`config.mk`:
```
export PLATFORM = sky130hd
export DESIGN_NAME = addition_multiply_flat
export DESIGN_NICKNAME = d
export VERILOG_FILES = /design/src/rtl/addmul_pkg.sv /design/src/rtl/addition_multiply_if.sv /design/src/rtl/mult_seq.sv /design/src/rtl/addition_multiply.sv /design/src/flat_wrapper.sv
export SDC_FILE = /design/constraint.sdc
export NUM_CORES = 1
export LEC_CHECK = 0
export BUFFER_PORTS_ARGS = -buffer_cell sky130_fd_sc_hd__buf_2
export CORE_MARGIN = 2
export CORE_UTILIZATION = 30
export DETAILED_ROUTE_END_ITERATION = 16
export PLACE_DENSITY = 0.58
export SYNTH_ARGS = -nofsm -noshare
export SYNTH_HDL_FRONTEND = slang
export SYNTH_SLANG_ARGS = --single-unit
```
`constraint.sdc`:
```
create_clock -name clk -period 6.56 [get_ports clk]
set_clock_uncertainty 0.15 [all_clocks]
set_input_delay 0 -clock clk [delete_from_list [all_inputs] [get_ports clk]]
set_output_delay 0 -clock clk [all_outputs]
set_load 0.03 [all_outputs]
```
`src/rtl/addmul_pkg.sv`:
```
// addmul_pkg: shared operand width, multiplier state type and saturation constants
package addmul_pkg;
   localparam int DATA_W = 16;
   localparam int CNT_W = $clog2(DATA_W);
   localparam logic [DATA_W-1:0] SAT_POS = 16'h7FFF;
   localparam logic [DATA_W-1:0] SAT_NEG = 16'h8000;
   typedef enum logic [1:0] {IDLE, RUN, DONE} mul_state_e;
endpackage

```
`src/rtl/addition_multiply_if.sv`:
```
// addition_multiply_if: operand, start and result bundle between calculator controller and arithmetic engine
interface addition_multiply_if;
   import addmul_pkg::*;
   logic [DATA_W-1:0] INn1;
   logic [DATA_W-1:0] INn2;
   logic              sub;
   logic              start_add;
   logic              start_mul;
   logic [DATA_W-1:0] add_out;
   logic              add_finish;
   logic              add_ovf;
   logic [DATA_W-1:0] mul_out;
   logic              mul_finish;
   logic              mul_ovf;
   logic              mul_busy;
   modport master (
      output INn1, INn2, sub, start_add, start_mul,
      input  add_out, add_finish, add_ovf, mul_out, mul_finish, mul_ovf, mul_busy
   );
   modport slave (
      input  INn1, INn2, sub, start_add, start_mul,
      output add_out, add_finish, add_ovf, mul_out, mul_finish, mul_ovf, mul_busy
   );
endinterface

```
`src/rtl/mult_seq.sv`:
```
// mult_seq: unsigned 16x16 shift-add multiplier, one iteration per cycle, IDLE/RUN/DONE control
module mult_seq
   import addmul_pkg::*;
(
   input  logic                clk,
   input  logic                rst,
   input  logic                start,
   input  logic [DATA_W-1:0]   a,
   input  logic [DATA_W-1:0]   b,
   output logic                accept,
   output logic                busy,
   output logic                done,
   output logic [2*DATA_W-1:0] prod
);
   mul_state_e          state_q, state_d;
   logic [2*DATA_W-1:0] mcand_q, mcand_d, acc_q, acc_d;
   logic [DATA_W-1:0]   mplier_q, mplier_d;
   logic [CNT_W-1:0]    cnt_q, cnt_d;

   // state, operand and accumulator registers
   always_ff @(posedge clk) begin
      if (rst) begin
         state_q  <= IDLE;
         mcand_q  <= '0;
         mplier_q <= '0;
         acc_q    <= '0;
         cnt_q    <= '0;
      end else begin
         state_q  <= state_d;
         mcand_q  <= mcand_d;
         mplier_q <= mplier_d;
         acc_q    <= acc_d;
         cnt_q    <= cnt_d;
      end
   end

   // next state: a start is taken in IDLE or DONE (back-to-back), never mid-run
   always_comb begin
      state_d  = state_q;
      mcand_d  = mcand_q;
      mplier_d = mplier_q;
      acc_d    = acc_q;
      cnt_d    = cnt_q;
      accept   = start && state_q != RUN;
      if (accept) begin
         state_d  = RUN;
         mcand_d  = {{DATA_W{1'b0}}, a};
         mplier_d = b;
         acc_d    = '0;
         cnt_d    = '0;
      end else if (state_q == RUN) begin
         acc_d    = mplier_q[0] ? acc_q + mcand_q : acc_q;
         mcand_d  = mcand_q << 1;
         mplier_d = mplier_q >> 1;
         cnt_d    = cnt_q + 1'b1;
         state_d  = cnt_q == CNT_W'(DATA_W - 1) ? DONE : RUN;
      end else if (state_q == DONE) begin
         state_d = IDLE;
      end
   end

   assign busy = state_q != IDLE;
   assign done = state_q == DONE;
   assign prod = acc_q;
endmodule

```
`src/rtl/addition_multiply.sv`:
```
// addition_multiply: signed 16-bit adder/subtractor and sequential multiplier; ADDMUL_SATURATE_EN selects saturating results
module addition_multiply
   import addmul_pkg::*;
(
   input logic                clk,
   input logic                nRST,
   addition_multiply_if.slave bus
);
   localparam int MSB = DATA_W - 1;
   logic [DATA_W-1:0]   add_out_q, add_out_d, mul_out_q, mul_out_d;
   logic                add_ovf_q, add_ovf_d, add_fin_q, add_fin_d;
   logic                mul_ovf_q, mul_ovf_d, mul_fin_q, mul_fin_d;
   logic                sign_q, sign_d;
   logic [DATA_W-1:0]   b_eff, sum, add_res, mag_a, mag_b, mul_res;
   logic                add_ovf_c, mul_ovf_c, accept, busy, done;
   logic [2*DATA_W-1:0] prod, sprod;

   mult_seq u_core (
      .clk    (clk),
      .rst    (nRST),
      .start  (bus.start_mul),
      .a      (mag_a),
      .b      (mag_b),
      .accept (accept),
      .busy   (busy),
      .done   (done),
      .prod   (prod)
   );

   // result, flag and sign registers
   always_ff @(posedge clk) begin
      if (nRST) begin
         add_out_q <= '0;
         add_ovf_q <= 1'b0;
         add_fin_q <= 1'b0;
         mul_out_q <= '0;
         mul_ovf_q <= 1'b0;
         mul_fin_q <= 1'b0;
         sign_q    <= 1'b0;
      end else begin
         add_out_q <= add_out_d;
         add_ovf_q <= add_ovf_d;
         add_fin_q <= add_fin_d;
         mul_out_q <= mul_out_d;
         mul_ovf_q <= mul_ovf_d;
         mul_fin_q <= mul_fin_d;
         sign_q    <= sign_d;
      end
   end

   // adder: subtract as A + ~B + 1; overflow when same-sign inputs give a result of the other sign
   always_comb begin
      b_eff     = bus.sub ? ~bus.INn2 : bus.INn2;
      sum       = bus.INn1 + b_eff + DATA_W'(bus.sub);
      add_ovf_c = (bus.INn1[MSB] == b_eff[MSB]) && (sum[MSB] != bus.INn1[MSB]);
`ifdef ADDMUL_SATURATE_EN
      add_res   = add_ovf_c ? (bus.INn1[MSB] ? SAT_NEG : SAT_POS) : sum;
`else
      add_res   = sum;
`endif
      add_out_d = bus.start_add ? add_res : add_out_q;
      add_ovf_d = bus.start_add ? add_ovf_c : add_ovf_q;
      add_fin_d = bus.start_add;
   end

   // multiplier sign handling: magnitudes into the core, sign re-applied to the 32-bit product on completion
   always_comb begin
      mag_a     = bus.INn1[MSB] ? -bus.INn1 : bus.INn1;
      mag_b     = bus.INn2[MSB] ? -bus.INn2 : bus.INn2;
      sign_d    = accept ? bus.INn1[MSB] ^ bus.INn2[MSB] : sign_q;
      sprod     = sign_q ? -prod : prod;
      mul_ovf_c = sprod[2*DATA_W-1:MSB] != {(DATA_W + 1){sprod[2*DATA_W-1]}};
`ifdef ADDMUL_SATURATE_EN
      mul_res   = mul_ovf_c ? (sprod[2*DATA_W-1] ? SAT_NEG : SAT_POS) : sprod[MSB:0];
`else
      mul_res   = sprod[MSB:0];
`endif
      mul_out_d = done ? mul_res : mul_out_q;
      mul_ovf_d = done ? mul_ovf_c : mul_ovf_q;
      mul_fin_d = done;
   end

   assign bus.add_out    = add_out_q;
   assign bus.add_ovf    = add_ovf_q;
   assign bus.add_finish = add_fin_q;
   assign bus.mul_out    = mul_out_q;
   assign bus.mul_ovf    = mul_ovf_q;
   assign bus.mul_finish = mul_fin_q;
   assign bus.mul_busy   = busy;
endmodule

```
`src/flat_wrapper.sv`:
```
// flat-port wrapper written by rule: the top's interface ports become plain ports
module addition_multiply_flat import addmul_pkg::*;
  (clk, nRST, bus_INn1, bus_INn2, bus_sub, bus_start_add, bus_start_mul, bus_add_out, bus_add_finish, bus_add_ovf, bus_mul_out, bus_mul_finish, bus_mul_ovf, bus_mul_busy);
  addition_multiply_if bus_i ();
  input logic clk;
  input logic nRST;
  input wire logic [$bits(bus_i.INn1)-1:0] bus_INn1;
  input wire logic [$bits(bus_i.INn2)-1:0] bus_INn2;
  input wire logic [$bits(bus_i.sub)-1:0] bus_sub;
  input wire logic [$bits(bus_i.start_add)-1:0] bus_start_add;
  input wire logic [$bits(bus_i.start_mul)-1:0] bus_start_mul;
  output wire logic [$bits(bus_i.add_out)-1:0] bus_add_out;
  output wire logic [$bits(bus_i.add_finish)-1:0] bus_add_finish;
  output wire logic [$bits(bus_i.add_ovf)-1:0] bus_add_ovf;
  output wire logic [$bits(bus_i.mul_out)-1:0] bus_mul_out;
  output wire logic [$bits(bus_i.mul_finish)-1:0] bus_mul_finish;
  output wire logic [$bits(bus_i.mul_ovf)-1:0] bus_mul_ovf;
  output wire logic [$bits(bus_i.mul_busy)-1:0] bus_mul_busy;
  assign bus_i.INn1 = bus_INn1;
  assign bus_i.INn2 = bus_INn2;
  assign bus_i.sub = bus_sub;
  assign bus_i.start_add = bus_start_add;
  assign bus_i.start_mul = bus_start_mul;
  assign bus_add_out = bus_i.add_out;
  assign bus_add_finish = bus_i.add_finish;
  assign bus_add_ovf = bus_i.add_ovf;
  assign bus_mul_out = bus_i.mul_out;
  assign bus_mul_finish = bus_i.mul_finish;
  assign bus_mul_ovf = bus_i.mul_ovf;
  assign bus_mul_busy = bus_i.mul_busy;
  addition_multiply u_core (.clk(clk), .nRST(nRST), .bus(bus_i));
endmodule
```
; Word level (Yosys, flattened, before mapping)
; Index checks and enable logic that the tools add are counted.
[op_classes]
add_sub_neg = 7
bitwise_logic = 2
n_eq_ne = 7
muxes = 12
reduce_logical = 8
[op_table]
columns = operator, count
row1 = 16-bit 2-to-1 mux, 7
row2 = 32-bit adder, 1
row3 = 32-bit 2-to-1 mux, 1
row4 = 16-bit negator, 2
row5 = 32-bit negator, 1
row6 = 16-bit by 1-bit adder with 16-bit output, 1
row7 = 16-bit adder, 1
row8 = 16-bit inequality test, 1
row9 = 16-bit inverter, 1
row10 = 2-bit 2-to-1 mux, 3
row11 = 2-bit nonzero test, 3
row12 = 4-bit by 1-bit adder with 4-bit output (second input constant), 1
row13 = 4-bit equality test (second input constant), 1
row14 = 3-bit nonzero test, 1
row15 = 2-bit by 1-bit equality test with 1-bit output (second input constant), 1
row16 = 2-bit equality test (second input constant), 1
row17 = 1-bit logical AND, 2
row18 = 2-bit by 1-bit inequality test with 1-bit output (second input constant), 1
row19 = 2-bit AND reduction, 1
row20 = 2-bit OR reduction, 1
row21 = 1-bit equality test, 1
row22 = 1-bit 2-to-1 mux, 1
row23 = 1-bit inequality test, 1
row24 = 1-bit bitwise XOR, 1
[totals]
ff_bits = 123
wordCells = 50

; Depth between registers and ports, before layout
; Gate-level depths: netlist of run 1.
[logic_depth]
depth_word = 6
mapped_depth = 13

; Cells and area by module
; A second synthesis of run 1 with hierarchy kept.
[hier_totals]
hier_cells = 1106
area_unflattened_um2 = 8823.5
[modules_own_cells]
columns = mod, seq_area_each_um2, instances, area_per_inst_um2, cells_each
row1 = mult_seq, 1721.7, 1, 5072.4, 629
row2 = addition_multiply, 740.7, 1, 3751.1, 477

; Worst setup path before layout of run 1
; Ideal clock, no wire load.
[synth_timing]
kind = reg-to-reg
startpoint = reg u_core.u_core.acc_q[0], in the netlist u_core.u_core.prod[0]
endpoint = reg u_core.u_core.acc_q[28], in the netlist u_core.u_core.prod[28]
stages_incl_launch_ff = 12
path_slack_ps = 3599
required_ps = 6340
arrival_time_ps = 2741
cell_sequence = dfxtp_1 -> ha_1 -> fa_1 -> a21o_1 -> a21oi_1 -> o21ai_0 -> a41o_1 -> a32oi_1 -> o31ai_1 -> and3_1 -> o31a_1 -> a21oi_1
[synth_between]
elab_chain_cells = 1
[synth_lines]
columns = element, line
row1 = start: declaration, mult_seq.sv:16  ; logic [2*DATA_W-1:0] mcand_q, mcand_d, acc_q, acc_d;
row2 = start signal: assignment, mult_seq.sv:26  ; acc_q <= '0;
row3 = start signal: assignment, mult_seq.sv:32  ; acc_q <= acc_d;
row4 = 32-bit adder, mult_seq.sv:52  ; acc_d = mplier_q[0] ? acc_q + mcand_q : acc_q;
; No other way between the ends.
; A chain may end at the register's enable or synchronous reset.

; Final worst setup path of run 1
; Ends and elaborated chain as after synthesis.

==> results of run 1 <==
## worst max-delay path, delay by kind of cell, from the launching register on
kind,cells,cell delay [ns]
AOI/OAI and AO/OA,8,1.85
adders and majority gates,2,0.69
DFF,1,0.38
and+or+nand+nor,1,0.22
## area by class of cell
type                    instances  area (um^2)
well taps                     378        473.0
flip-flops and latches        123         2462
repair buffers                105        665.6
multi-input cells             878         5738
fillers                      2947        17900
inverters                      30        112.6
clock inverters                13        141.4
clock buffers                  18        439.2
## worst max path at each step
stage,to,slack (ns),depth (start not counted)
2_1_floorplan,u_core.u_core.prod[28],3.60,11
3_3_place_gp,u_core.u_core.prod[28],3.23,11
3_5_place_dp,u_core.u_core.prod[28],3.20,11
4_1_cts,u_core.u_core.prod[28],3.20,11
5_1_grt,u_core.u_core.prod[28],2.97,11
6_report,u_core.u_core.prod[28],3.19,11
## synth_stat cells, types with 5 or more instances
master    instances
nor2_1          156
dfxtp_1         123
nand4_1           5
a21o_1           14
nand3b_1          7
o41ai_1           7
a21oi_1          91
and3_1            5
nor4_1            7
a31oi_1          14
xor2_1           66
clkbuf_1         44
nand3_1          22
o31ai_1          20
nor3_1           24
o21a_1            7
nand2_1          96
nor2b_1           7
or4_1             5
nor3b_1           9
o21ai_0          46
buf_1            11
inv_1            30
or3_1            10
ha_1             53
xnor2_1          32
nand2b_1         11
mux2i_1          39
a211oi_1         56
o21ai_1           5
## power groups by stage
| stage | registers (mW) | logic, mW | clock network (mW) |
|---|---|---|---|
| after global routing | 0.807 | 0.444 | 0.998 |
| final | 0.803 | 0.395 | 0.945 |
| after detailed placement | 0.819 | 0.384 | 0 |
| after CTS | 0.803 | 0.398 | 0.966 |
| after global placement | 0.818 | 0.382 | 0 |
| after floorplan | 0.841 | 0.261 | 0 |
## flip-flops by register name (all words and copies together), names as in the netlist
signal	cells
u_core.u_core.prod	32
u_core.bus.mul_finish	1
u_core.bus.add_out	16
u_core.bus.add_ovf	1
u_core.bus.mul_ovf	1
u_core.bus.mul_out	16
u_core.sign_q	1
u_core.u_core.mcand_q	32
u_core.u_core.state_q	2
u_core.u_core.cnt_q	4
u_core.bus.add_finish	1
u_core.u_core.mplier_q	16
## routing by layer
layer	GRT usage	up-vias	part of all wire
met4	0.04873	0	0.020
met2	0.2385	179	0.44
li1	-	4062	-
met1	0.2095	3622	0.49
met3	0.02968	32	0.042
met5	0	-	0
## logic make-up (layout without fill, tap and decap cells)
family          after synthesis  count (layout)  share of synthesized area
fa+ha+maj                    55              55                    0.08234
xor+xnor                     98              98                     0.1005
simple gates                388             388                     0.2169
flops                       123             123                     0.2884
mux                          39              39                    0.04571
buf+inv                      92             166                    0.04249
compound gates              298             298                     0.2237
## through the flow
stage	hold slack [ns]	instance area, um^2	power, mW	cells	worst slack, ns
after floorplan	0.04542	8539	1.101	1093	3.599
after global routing	0.03454	10030	2.248	1545	2.973
after CTS	0.0003080	10030	2.167	1545	3.195
after global placement	0.2649	9211	1.200	1490	3.231
final	0.004833	10030	2.143	1545	3.195
after detailed placement	0.2570	9211	1.203	1490	3.204
==> results by group, run 1 <==
Status
  • Run status: finished clean

Clock tree
  • CTS tree: done
  • Post-CTS setup-driven buffer insertion count: 0
  • CTS Hold Bufs: 24
  • Clk Tree Root Cell: clkbuf_16
  • Inserted Clock Buffers: 17
  • Number of clock sinks: 123
  • PostCTS Resize Cnt: 0
  • Bufs on Longest Clock Path: 2
  • Number of H-tree levels: 4
  • Clock latency on the worst-skew pair: 0.42 ns
  • Clock edge transition at the registers on the reported setup and hold paths: 0.06 ns

Final layout
  • Synthesis-to-layout area growth: 17.48%
  • Net count of the finished layout: 1247
  • Commonest non-fill, non-tap cell in the layout: nor2_1
  • Fin util: 0.3591
  • Highest-count cells in the layout ignoring fill and taps: nor2_1 (156), dfxtp_1 (123), nand2_1 (96)
  • Ant diodes: 0
  • Share of final-layout standard cells stronger than drive strength 1: 0.1140

Floorplan
  • Width of the die: 172.7 um
  • Row cnt: 61
  • Die Y: 172.7 um
  • Starting density of the core: 0.3057
  • Ports placed on the boundary: 74
  • Core area: 27930 um^2
  • Die Area: 29830 um^2

Worst setup path
  • Logic depth of the worst register-to-register path: 11
  • Startpoint class of the critical path: flop
  • Capture instance of the worst register-to-register path: u_core.u_core.prod[28]
  • Cell seen most often among critical-path stages: a21oi_1
  • Worst reg-to-reg setup slack: 3.19 ns
  • Critical path origin: u_core.u_core.prod[0]
  • Signal arrival time at the worst endpoint: 3.57 ns
  • Critical-path cell list: ha_1 -> fa_1 -> a21o_1 -> a21oi_1 -> o21ai_0 -> a41o_1 -> a32oi_1 -> o31ai_1 -> and3_1 -> o31a_1 -> a21oi_1
  • Crit. End Element: flop
  • Critical-path maximum fanout: 7
  • Cell type of the slowest stage on the worst timing path: fa_1
  • Reg2Reg Launch Point: u_core.u_core.prod[0]
  • Required time of the critical path: 6.76 ns
  • Largest stage delay on the critical path: 0.42 ns
  • WS Path Type: flop to flop

Synthesis
  • Syn_nets: 1185
  • Ys async rst share: 0
  • Sequential cell area fraction in the yosys report: 0.2884
  • Yosys top cell area share: 0.2884
  • Library cells used by synthesis: 71
  • Number of enable flip-flop cells after synthesis: 0
  • YS warnings: 0
  • Instance count of the mapped netlist: 1093
  • Avg Synthesized Cell Area: 7.813 um^2
  • Predominant post-synthesis flop cell: dfxtp_1
  • Flops & latches, synth: 123
  • Cell taking the most area after synthesis: dfxtp_1
  • Leading cell types by total area after synthesis: dfxtp_1 (29%), ha_1 (7.8%), nor2_1 (6.9%), xor2_1 (6.8%), a21oi_1 (5.3%)
  • Post-synth design cell area: 8539 um^2

Global routing
  • Grt total ovfl: 0
  • Maximum number of pins on one net before global-route repair: 81
  • Overall Global Routing Usage: 0.1520
  • Vias in the first global route: 7362
  • First-pass GRT wire length: 37470 um
  • Antenna violations before repair: 0

Route
  • Routed via count: 7895
  • Remaining antenna violation count: 0
  • Average wire length per cell after detail routing: 14.59 um
  • DR DRC count: 0
  • First-pass iteration count of the detailed router: 5
  • Vias/cell: 5.110
  • Routed WL: 22550 um
  • 1st-iter DRT viols: 599

Timing
  • Normalized max-slew margin: 0.4266
  • Setup_tns: 0 ns
  • Final worst-path cycle share: 0.5130
  • Setup Viol. Count Final: 0
  • Worst Tran Pin Value: 0.8601 ns
  • Number of hold violations in the final report: 0
  • Maximum operating frequency: 297.2 MHz
  • Slew Viols, Final: 0
  • RSZ-0062 raised after global routing: false
  • Min Tclk post-route: 3.365 ns

Placed design
  • Number of port buffers: 73
  • Routability-driven placement congestion ratio: 0.8345
  • Post-detail-place hpwl: 16310 um

Power
  • Switching power summed over all nets: 0.6404 mW
  • Power share of the clock group: 0.441
  • Leakage power total: 4.153 nW
  • P_int: 1.503 mW
  • Peak supply drop: 0.1198 mV
  • Cell area power density: 213.6 nW/um^2
  • Switching power as a share of total power: 0.2988
  • Sequential fraction of design power: 0.375
  • Share of power burned in combinational logic: 0.184

Hold path
  • Number of cells on the worst hold path: 5
  • Worst Hold End: u_core.u_core.mplier_q[1]
  • Worst Min Path Start: bus_INn2[1]
  • Hold/Removal Path Class: primary input to flop

Flow run
  • Number of max-cap violations: 0
(Power assumes the default switching activity.)
==> inputs of run 2 (changes only) <==
clock period = 3.2 ns   (was 6.56 ns; I/O delays follow)
==> run 2 against run 1 <==
Compared with the run above:
- flip-flop and latch count unchanged
- clock power up 94%
- highest routed layer unchanged
- cell count up 1.8%
==> results by group, run 2 (synthesized netlist as in run 1, its figures left out) <==
Status
  • Run status: finished clean (unchanged)

Timing
  • Normalized max-slew margin: 0.4983 (was 0.4266)
  • Min Tclk post-route: 3.056 ns (was 3.365 ns)
  • Number of hold violations in the final report: 0 (unchanged)
  • Setup_tns: 0 ns (unchanged)
  • RSZ-0062 raised after global routing: false (unchanged)
  • Slew Viols, Final: 0 (unchanged)
  • Final worst-path cycle share: 0.9550 (was 0.5130)
  • Worst Tran Pin Value: 0.7515 ns (was 0.8601 ns)
  • Maximum operating frequency: 327.2 MHz (was 297.2 MHz)
  • Setup Viol. Count Final: 0 (unchanged)

Route
  • Routed via count: 8058 (was 7895)
  • DR DRC count: 0 (unchanged)
  • Routed WL: 23150 um (was 22550 um)
  • Met2 layer wire length in the routed design: 10470 um (was 9994 um)
  • Detailed-route wire length on metal 1: 11300 um (was 11140 um)
  • Average wire length per cell after detail routing: 14.72 um (was 14.59 um)
  • First-pass iteration count of the detailed router: 5 (unchanged)
  • Remaining antenna violation count: 0 (unchanged)
  • 1st-iter DRT viols: 436 (was 599)
  • Met3 WL: 1088 um (was 956 um)
  • Vias/cell: 5.123 (was 5.110)
  • Highest signal layer in the routed design: met4 (unchanged)

Global routing
  • Overall Global Routing Usage: 0.1561 (was 0.1520)
  • First-pass GRT wire length: 38190 um (was 37470 um)
  • Grt total ovfl: 0 (unchanged)
  • Vias in the first global route: 7458 (was 7362)
  • Maximum number of pins on one net before global-route repair: 62 (was 81)
  • Antenna violations before repair: 1 (was 0)

Worst setup path
  • Worst reg-to-reg setup slack: 0.14 ns (was 3.19 ns)
  • Required time of the critical path: 3.34 ns (was 6.76 ns)
  • Signal arrival time at the worst endpoint: 3.20 ns (was 3.57 ns)
  • Critical-path maximum fanout: 6 (was 7)
  • Crit. End Element: flop (unchanged)
  • Logic depth of the worst register-to-register path: 12 (was 11)
  • WS Path Type: flop to flop (unchanged)
  • Startpoint class of the critical path: flop (unchanged)

Clock tree
  • Number of clock sinks: 123 (unchanged)
  • Clock latency on the worst-skew pair: 0.42 ns (about the same)
  • Clk Tree Root Cell: clkbuf_16 (unchanged)
  • Inserted Clock Buffers: 17 (unchanged)
  • Number of H-tree levels: 4 (unchanged)
  • Clock edge transition at the registers on the reported setup and hold paths: 0.06 ns (about the same)
  • CTS tree: done (unchanged)
  • Bufs on Longest Clock Path: 2 (unchanged)

Placed design
  • Number of port buffers: 73 (unchanged)
  • Post-detail-place hpwl: 17410 um (was 16310 um)
  • Routability-driven placement congestion ratio: 0.9045 (was 0.8345)
  • Number of placed instances, taps included: 1517 (was 1490)

Final layout
  • Net count of the finished layout: 1274 (was 1247)
  • Highest-count cells in the layout ignoring fill and taps: nor2_1 (156), dfxtp_1 (122), nand2_1 (96) (was nor2_1 (156), dfxtp_1 (123), nand2_1 (96))
  • Commonest non-fill, non-tap cell in the layout: nor2_1 (unchanged)
  • Synthesis-to-layout area growth: 19.93% (was 17.48%)
  • Ant diodes: 0 (unchanged)
  • Filler-free cell count of the finished design: 1573 (was 1545)
  • Filler cell count: 3012 (was 2947)
  • Share of final-layout standard cells stronger than drive strength 1: 0.1372 (was 0.1140)

Floorplan
  • Ports placed on the boundary: 74 (unchanged)
  • Row cnt: 61 (unchanged)
  • Core area: 27930 um^2 (unchanged)
  • Starting density of the core: 0.3057 (unchanged)
  • Die Y: 172.7 um (unchanged)
  • Width of the die: 172.7 um (unchanged)
  • Die Area: 29830 um^2 (unchanged)

Flow run
  • Number of max-cap violations: 0 (unchanged)

Power
  • Cell area power density: 421.5 nW/um^2 (was 213.6 nW/um^2)
  • Peak supply drop: 0.2887 mV (was 0.1198 mV)
  • Leakage power total: 4.291 nW (was 4.153 nW)

Hold path
  • Number of cells on the worst hold path: 5 (unchanged)
  • Hold/Removal Path Class: primary input to flop (unchanged)
## run 2: cell types whose count changed in the layout (fill, tap and decap cells not counted), sizes merged
cell and delta:
buf +27, clkbuf +4, inv -3, bufinv -1, clkinv +1
## run 2: metrics by stage
stage | hold slack (ns) | area (um^2) | worst slack, ns | power, mW | util
after floorplan | 0.04542 | 8539 | 0.2388 | 2.258 | -
after global placement | 0.2589 | 9414 | 0.1776 | 2.475 | 0.3370
after detailed placement | 0.2693 | 9414 | 0.1480 | 2.484 | 0.3370
after CTS | 0.00006589 | 10210 | 0.06785 | 4.367 | 0.3656
after global routing | 0.01330 | 10240 | 0.01114 | 4.548 | 0.3666
final | 0.005347 | 10240 | 0.1438 | 4.317 | 0.3666
## run 2: power breakdown
part / switching [mW] / internal (mW) / leakage, nW
Combinational: 0.504 / 0.333 / 3.02
Sequential: 0.0509 / 1.60 / 1.00
Clock: 0.724 / 1.11 / 0.266
## run 2: final timing paths
path                           from                   endpoint
max           u_core.u_core.prod[0]         u_core.bus.mul_ovf
min                     bus_INn2[4]  u_core.u_core.mplier_q[4]
max reg2reg   u_core.u_core.prod[0]         u_core.bus.mul_ovf
min reg2reg  u_core.bus.add_out[13]     u_core.bus.add_out[13]
## run 2: critical path: stages (launching register included)
cell and delay, ns:
dfxtp_1 0.31, buf_4 0.15, inv_1 0.06, ha_1 0.17, or3b_2 0.51, nor3_2 0.33
nand2_1 0.16, xnor2_1 0.15, nor3b_1 0.18, a31oi_1 0.06, or4_1 0.50, o21ai_1 0.13
a31oi_1 0.09
## run 2: per-layer routing
| metal | vias to the layer above | track usage |
|---|---|---|
| met5 | - | 0 |
| met4 | 0 | 0.04449 |
| met3 | 22 | 0.03188 |
| met2 | 183 | 0.2528 |
| met1 | 3742 | 0.2102 |
| li1 | 4111 | - |
## run 2: area by class of cell
| cell class | count | area, um^2 | share of cell area |
|---|---|---|---|
| clock buffers | 22 | 464.2 | 0.04533 |
| clock inverters | 10 | 93.84 | 0.009163 |
| inverters | 30 | 112.6 | 0.01100 |
| multi-input cells | 878 | 5766 | 0.5630 |
| flip-flops and latches | 123 | 2464 | 0.2406 |
| well taps | 378 | 473.0 | 0.04618 |
| repair buffers | 132 | 868.3 | 0.08479 |
## run 2: repair_timing
action	4_1_cts	5_1_grt
endpoints found under the hold margin	45	0
setup buffers	0	0
resized for setup	0	7
hold buffers	24	0
endpoints found under the setup margin	0	7
